--- src/rtl/adc_sample_source.sv ---
// Deterministic ADC stand-in: on request, waits CONV_LAT cycles, then streams
// BURST_LEN signed samples from a free-running ramp or a Fibonacci LFSR.
module adc_sample_source #(
  parameter int                DATA_W    = 12,
  parameter int                BURST_LEN = 8,
  parameter int                CONV_LAT  = 10,
  parameter logic [DATA_W-1:0] LFSR_SEED = DATA_W'(12'hACE)
) (
  input  logic                     clk_i,
  input  logic                     reset_i,
  input  logic                     adc_data_req_i,
  input  logic                     mode_i,
  input  logic                     clr_missed_i,
  output logic                     adc_data_rdy_o,
  output logic signed [DATA_W-1:0] adc_data_o,
  output logic                     busy_o,
  output logic                     missed_req_o
);

  localparam int LAT_W    = $clog2(CONV_LAT + 1);
  localparam int REM_W    = $clog2(BURST_LEN + 1);
  localparam int LAT_INIT = (CONV_LAT > 1) ? CONV_LAT - 2 : 0;

  // Maximal-length taps, bit t-1 set for polynomial tap t, shifting toward the MSB.
  function automatic logic [15:0] tap_mask(input int w);
    case (w)
      4:       return 16'h000C;
      5:       return 16'h0014;
      6:       return 16'h0030;
      7:       return 16'h0060;
      8:       return 16'h00B8;
      9:       return 16'h0110;
      10:      return 16'h0240;
      11:      return 16'h0500;
      12:      return 16'h0829;
      13:      return 16'h100D;
      14:      return 16'h2015;
      15:      return 16'h6000;
      default: return 16'hD008;
    endcase
  endfunction

  localparam logic [15:0]       TAP_ALL = tap_mask(DATA_W);
  localparam logic [DATA_W-1:0] TAPS    = TAP_ALL[DATA_W-1:0];

  function automatic logic [DATA_W-1:0] lfsr_next(input logic [DATA_W-1:0] q);
    return {q[DATA_W-2:0], ^(q & TAPS)};
  endfunction

  function automatic logic signed [DATA_W-1:0] ramp_next(input logic signed [DATA_W-1:0] v);
    return v + $signed({{(DATA_W-1){1'b0}}, 1'b1});
  endfunction

  typedef enum logic [1:0] {IDLE, CONV, BURST} state_t;

  state_t                     r_state;
  state_t                     w_state_nxt;
  logic                       w_accept;
  logic                       w_emit;
  logic                       w_miss;
  logic [LAT_W-1:0]           r_lat;
  logic [REM_W-1:0]           r_rem;
  logic                       r_mode;
  logic signed [DATA_W-1:0]   r_ramp;
  logic [DATA_W-1:0]          r_lfsr;

  always_ff @(posedge clk_i) begin
    if (reset_i) r_state <= IDLE;
    else         r_state <= w_state_nxt;
  end

  // A BURST state with no samples left is the exit edge and behaves like IDLE.
  always_comb begin
    w_state_nxt = r_state;
    w_accept    = 1'b0;
    w_emit      = 1'b0;
    w_miss      = 1'b0;
    case (r_state)
      IDLE: w_accept = adc_data_req_i;
      CONV: begin
        w_miss = adc_data_req_i;
        if (r_lat == '0) w_state_nxt = BURST;
      end
      BURST: begin
        if (r_rem != '0) begin
          w_emit = 1'b1;
          w_miss = adc_data_req_i;
        end else begin
          w_state_nxt = IDLE;
          w_accept    = adc_data_req_i;
        end
      end
      default: w_state_nxt = IDLE;
    endcase
    if (w_accept) w_state_nxt = (CONV_LAT == 1) ? BURST : CONV;
  end

  always_ff @(posedge clk_i) begin
    if (reset_i) begin
      busy_o         <= 1'b0;
      adc_data_rdy_o <= 1'b0;
      missed_req_o   <= 1'b0;
      r_lat          <= '0;
      r_rem          <= '0;
      r_mode         <= 1'b0;
    end else begin
      busy_o         <= (w_state_nxt != IDLE);
      adc_data_rdy_o <= w_emit;
      if (w_accept) begin
        r_mode <= mode_i;
        r_lat  <= LAT_W'(LAT_INIT);
      end else if (r_state == CONV && r_lat != '0) begin
        r_lat <= r_lat - 1'b1;
      end
      if (r_state != BURST && w_state_nxt == BURST) r_rem <= REM_W'(BURST_LEN);
      else if (w_emit)                              r_rem <= r_rem - 1'b1;
      if (w_miss)            missed_req_o <= 1'b1;
      else if (clr_missed_i) missed_req_o <= 1'b0;
    end
  end

  // Sample sources persist across bursts; only the one latched for the burst advances.
  always_ff @(posedge clk_i) begin
    if (reset_i) begin
      adc_data_o <= '0;
      r_ramp     <= '0;
      r_lfsr     <= LFSR_SEED;
    end else if (w_emit) begin
      if (r_mode) begin
        adc_data_o <= $signed(r_lfsr);
        r_lfsr     <= lfsr_next(r_lfsr);
      end else begin
        adc_data_o <= r_ramp;
        r_ramp     <= ramp_next(r_ramp);
      end
    end
  end

endmodule
--- config.mk ---
export PLATFORM = sky130hd
export DESIGN_NAME = adc_sample_source
export DESIGN_NICKNAME = d
export VERILOG_FILES = /design/src/rtl/adc_sample_source.sv
export SDC_FILE = /design/constraint.sdc
export NUM_CORES = 1
export LEC_CHECK = 0
export CAP_MARGIN = 5
export CORE_ASPECT_RATIO = 1.75
export CORE_UTILIZATION = 30
export CTS_BUF_LIST = sky130_fd_sc_hd__clkbuf_2
export DETAILED_ROUTE_END_ITERATION = 10
export SLEW_MARGIN = 5
export SYNTH_ARGS = -nofsm -noshare
export SYNTH_HDL_FRONTEND = slang
export SYNTH_SLANG_ARGS = --single-unit
export TNS_END_PERCENT = 10
--- constraint.sdc ---
create_clock -name clk_i -period 3.5 [get_ports clk_i]
set_input_delay 0.35 -clock clk_i [delete_from_list [all_inputs] [get_ports clk_i]]
set_output_delay 0.35 -clock clk_i [all_outputs]
set_load 0.02 [all_outputs]
==> results.py <==
metrics = {
    "logic_synthesis": {
        "ys_seq_elements": 50,
        "synth.avg_cell_area_um2": 8.90,
        "syn_inst": 255,
        "synth_cell_types": 45,
        "yosysSeqAreaShare_pct": 44.1,
        "synth_area_um2": 2270,
        "yosysWarnings": 0,
        "synth_nets": 267,
    },
    "clocking": {
        "htree_levels": 2,
        "ctsResizeCount": 0,
        "cts_buffers": 5,
        "tritoncts": "done",
        "cts_setup_buffers": 0,
        "cts.sinks": 50,
        "cts_root_buf": "clkbuf_2",
        "hold_buffers": 0,
        "clkTransAtPathRegs_ns": 0.23,
        "clkLatencyLatePin_ns": 0.45,
        "cts_max_path_buffers": 2,
    },
    "drt": {
        "drt_first_pass_iters": 4,
        "antenna_left": 0,
        "avgViaCountPerCell": 5.05,
        "vias": 1787,
        "post_drt_wl_per_cell_um": 12.9,
        "drt_iter0_drc": 134,
        "wl_um": 4580,
        "drcViolationCount": 0,
    },
    "worst_setup_path": {
        "worst-path-buf-inv": 1,
        "worst-path-max-fanout": 27,
        "required_ns": 3.88,
        "worstPathArrival_ns": 2.70,
        "slowest_stage": "or3b_2",
        "crit_type": "reg2reg",
        "crit_path_max_incr_delay_ns": 0.59,
        "path_cells": "inv_1 > ha_1 > or3b_2 > and2_1 > xnor2_1 > a211oi_1",
        "cp_top_family": "simple AND/OR/NAND/NOR gates",
        "end_kind": "flop",
        "start_kind": "flop",
    },
    "global_routing": {
        "antenna_found_initial": 0,
        "grtUsageTotal_pct": 13.0,
        "grt_max_degree": 41,
        "grt_overflow_total": 0,
        "grt_pass1_wl_um": 7680,
        "grt_pass1_vias": 1734,
    },
    "power_and_ir_drop": {
        "p_total_mw": 1.10,
        "power.leakage_nw": 0.861,
        "irDropWorstVdd_v": 0.000170,
        "power.density_nw_per_um2": 430,
    },
    "sta": {
        "setup_viol": 0,
        "fmax_mhz": 430,
        "slew_headroom_pct": 40.9,
        "period_share_pct": 66.4,
        "hold_viol": 0,
        "tightestPinTransition_ns": 0.886,
        "setup_tns_ns": 0,
        "grt_setup_unrepaired": "false",
        "final-max-slew-violation-count": 0,
        "finClkSkew_ns": 0.0154,
        "min_period_ns": 2.33,
    },
    "floorplanning": {
        "ios": 20,
        "core_um2": 7280,
        "die-width_um": 67.7,
        "start_util_pct": 31.1,
        "dieHeight_um": 117,
        "rows": 41,
        "die_area_um2": 7930,
    },
    "final_layout": {
        "fin_area_um2": 2570,
        "area_growth_pct": 13.1,
        "final_core_util_pct": 35.2,
        "layout-drive-gt1-share_pct": 5.62,
        "layout.cells.most_common_list": "dfxtp_1, nand2_1, nor2_1",
        "layout.nets": 278,
        "final_common_cell": "dfxtp_1",
    },
    "place": {
        "routabilityCongestion": 0.747,
        "post-dp-hpwl_um": 3250,
        "numPortBuffers": 19,
        "placed_area_um2": 2500,
    },
    "status": {
        "status": "finished clean",
    },
    "hold_path": {
        "worstHoldPathType": "in2reg",
    },
    "flow_run": {
        "cap_violations": 0,
    },
}
==> final timing paths <==
check                         start                     end  slack, ns  cells after the start
max           r_rem[0]$_SDFFE_PP0P_   r_rem[0]$_SDFFE_PP0P_       1.17                      6
max reg2reg   r_rem[0]$_SDFFE_PP0P_   r_rem[0]$_SDFFE_PP0P_       1.17                      6
min                          mode_i     r_mode$_SDFFE_PP0P_       0.48                      3
min reg2reg  r_lfsr[4]$_SDFFE_PP0P_  r_lfsr[5]$_SDFFE_PP0P_       0.50                      2
==> worst reg2reg max path: stages (launching register included) <==
cell      delay [ns]
dfxtp_1         0.39
inv_1           0.06
ha_1            0.20
or3b_2          0.59
and2_1          0.50
xnor2_1         0.26
a211oi_1        0.26
==> synthesized netlist by cell type <==
master     count  share of area (%)
a2111oi_2      1               0.66
nor3_1         1               0.22
o31ai_1        1               0.33
a311oi_1       1               0.39
or4_1          1               0.33
a221oi_1       1               0.39
a31o_2         1               0.39
buf_6          1               0.50
inv_1          7                1.2
o21ai_0        7                1.5
o21bai_1       1               0.33
nor2b_1        1               0.28
or3_1          3               0.83
o31a_1         1               0.39
and2_1         1               0.28
or3b_1         1               0.39
or3b_2         1               0.39
ha_1           7                3.9
nor4b_1        2               0.77
mux2i_1       13                5.7
clkinv_1       1               0.17
nor2_1        24                4.0
dfxtp_1       50                 44
nor4_1         2               0.55
nor4bb_1       1               0.44
and4b_1        2               0.88
and4_1         1               0.39
a211oi_1      16                5.3
buf_2          6                1.3
clkbuf_1       9                1.5
nand4_1        2               0.55
nand4b_1       2               0.77
a21oi_1       15                3.3
and3_1         4                1.1
or2_2          1               0.28
o211ai_1       1               0.33
nand2b_1       1               0.28
nand2_1       31                5.1
or3_4          1               0.50
xor2_1         6                2.3
o22a_1         1               0.39
nand3_1       15                3.3
nor3b_1        2               0.66
xnor2_1        7                2.7
nand2b_4       1               0.61
==> report_power, final <==
part           internal [mW]  switching, mW  total [mW]
Sequential             0.591         0.0244       0.616
Combinational         0.0766          0.107       0.183
Clock                  0.118          0.187       0.305
==> through the flow <==
step	std cells	setup slack, ns	hold WS (ns)
final	354	1.17	0.484
after global routing	353	0.946	0.450
after CTS	353	1.15	0.442
after detailed placement	345	1.21	0.466
after global placement	345	1.31	0.463
after floorplan	255	1.64	0.445
==> state kept, by name, summed over array words and instances, names as in the netlist <==
register        count
r_ramp             12
adc_data_rdy_o      1
missed_req_o        1
adc_data_o         12
r_mode              1
r_state             2
r_lfsr             12
r_rem               4
r_lat               4
busy_o              1
==> layer usage <==
layer	track usage [%]	vias to the layer above	routed length [µm]
met2	22.2	25	2320
met1	13.6	833	1970
li1	-	918	-
met3	2.91	11	120
met4	8.94	0	170
met5	0	-	0
==> cells by family (layout without fill, tap and decap cells) <==
logic type / Yosys count / in the layout / synth area share [%]
other cells: 0 / 1 / 0
mux: 13 / 13 / 5.74
xor+xnor: 13 / 13 / 5.02
compound gates: 47 / 47 / 13.7
flops: 50 / 50 / 44.1
buf+inv: 24 / 36 / 4.63
simple gates: 101 / 101 / 22.9
fa+ha+maj: 7 / 7 / 3.86
==> final cells by class <==
class                   instances  area, µm²
fillers                       758       4720
multi-input cells             181       1160
flip-flops and latches         50       1000
repair buffers                 20        198
well taps                      86        108
clock inverters                 3       40.0
inverters                       8       30.0
clock buffers                   5       25.0
diodes                          1       2.50
No activity file was read; power rests on OpenSTA's default activity.
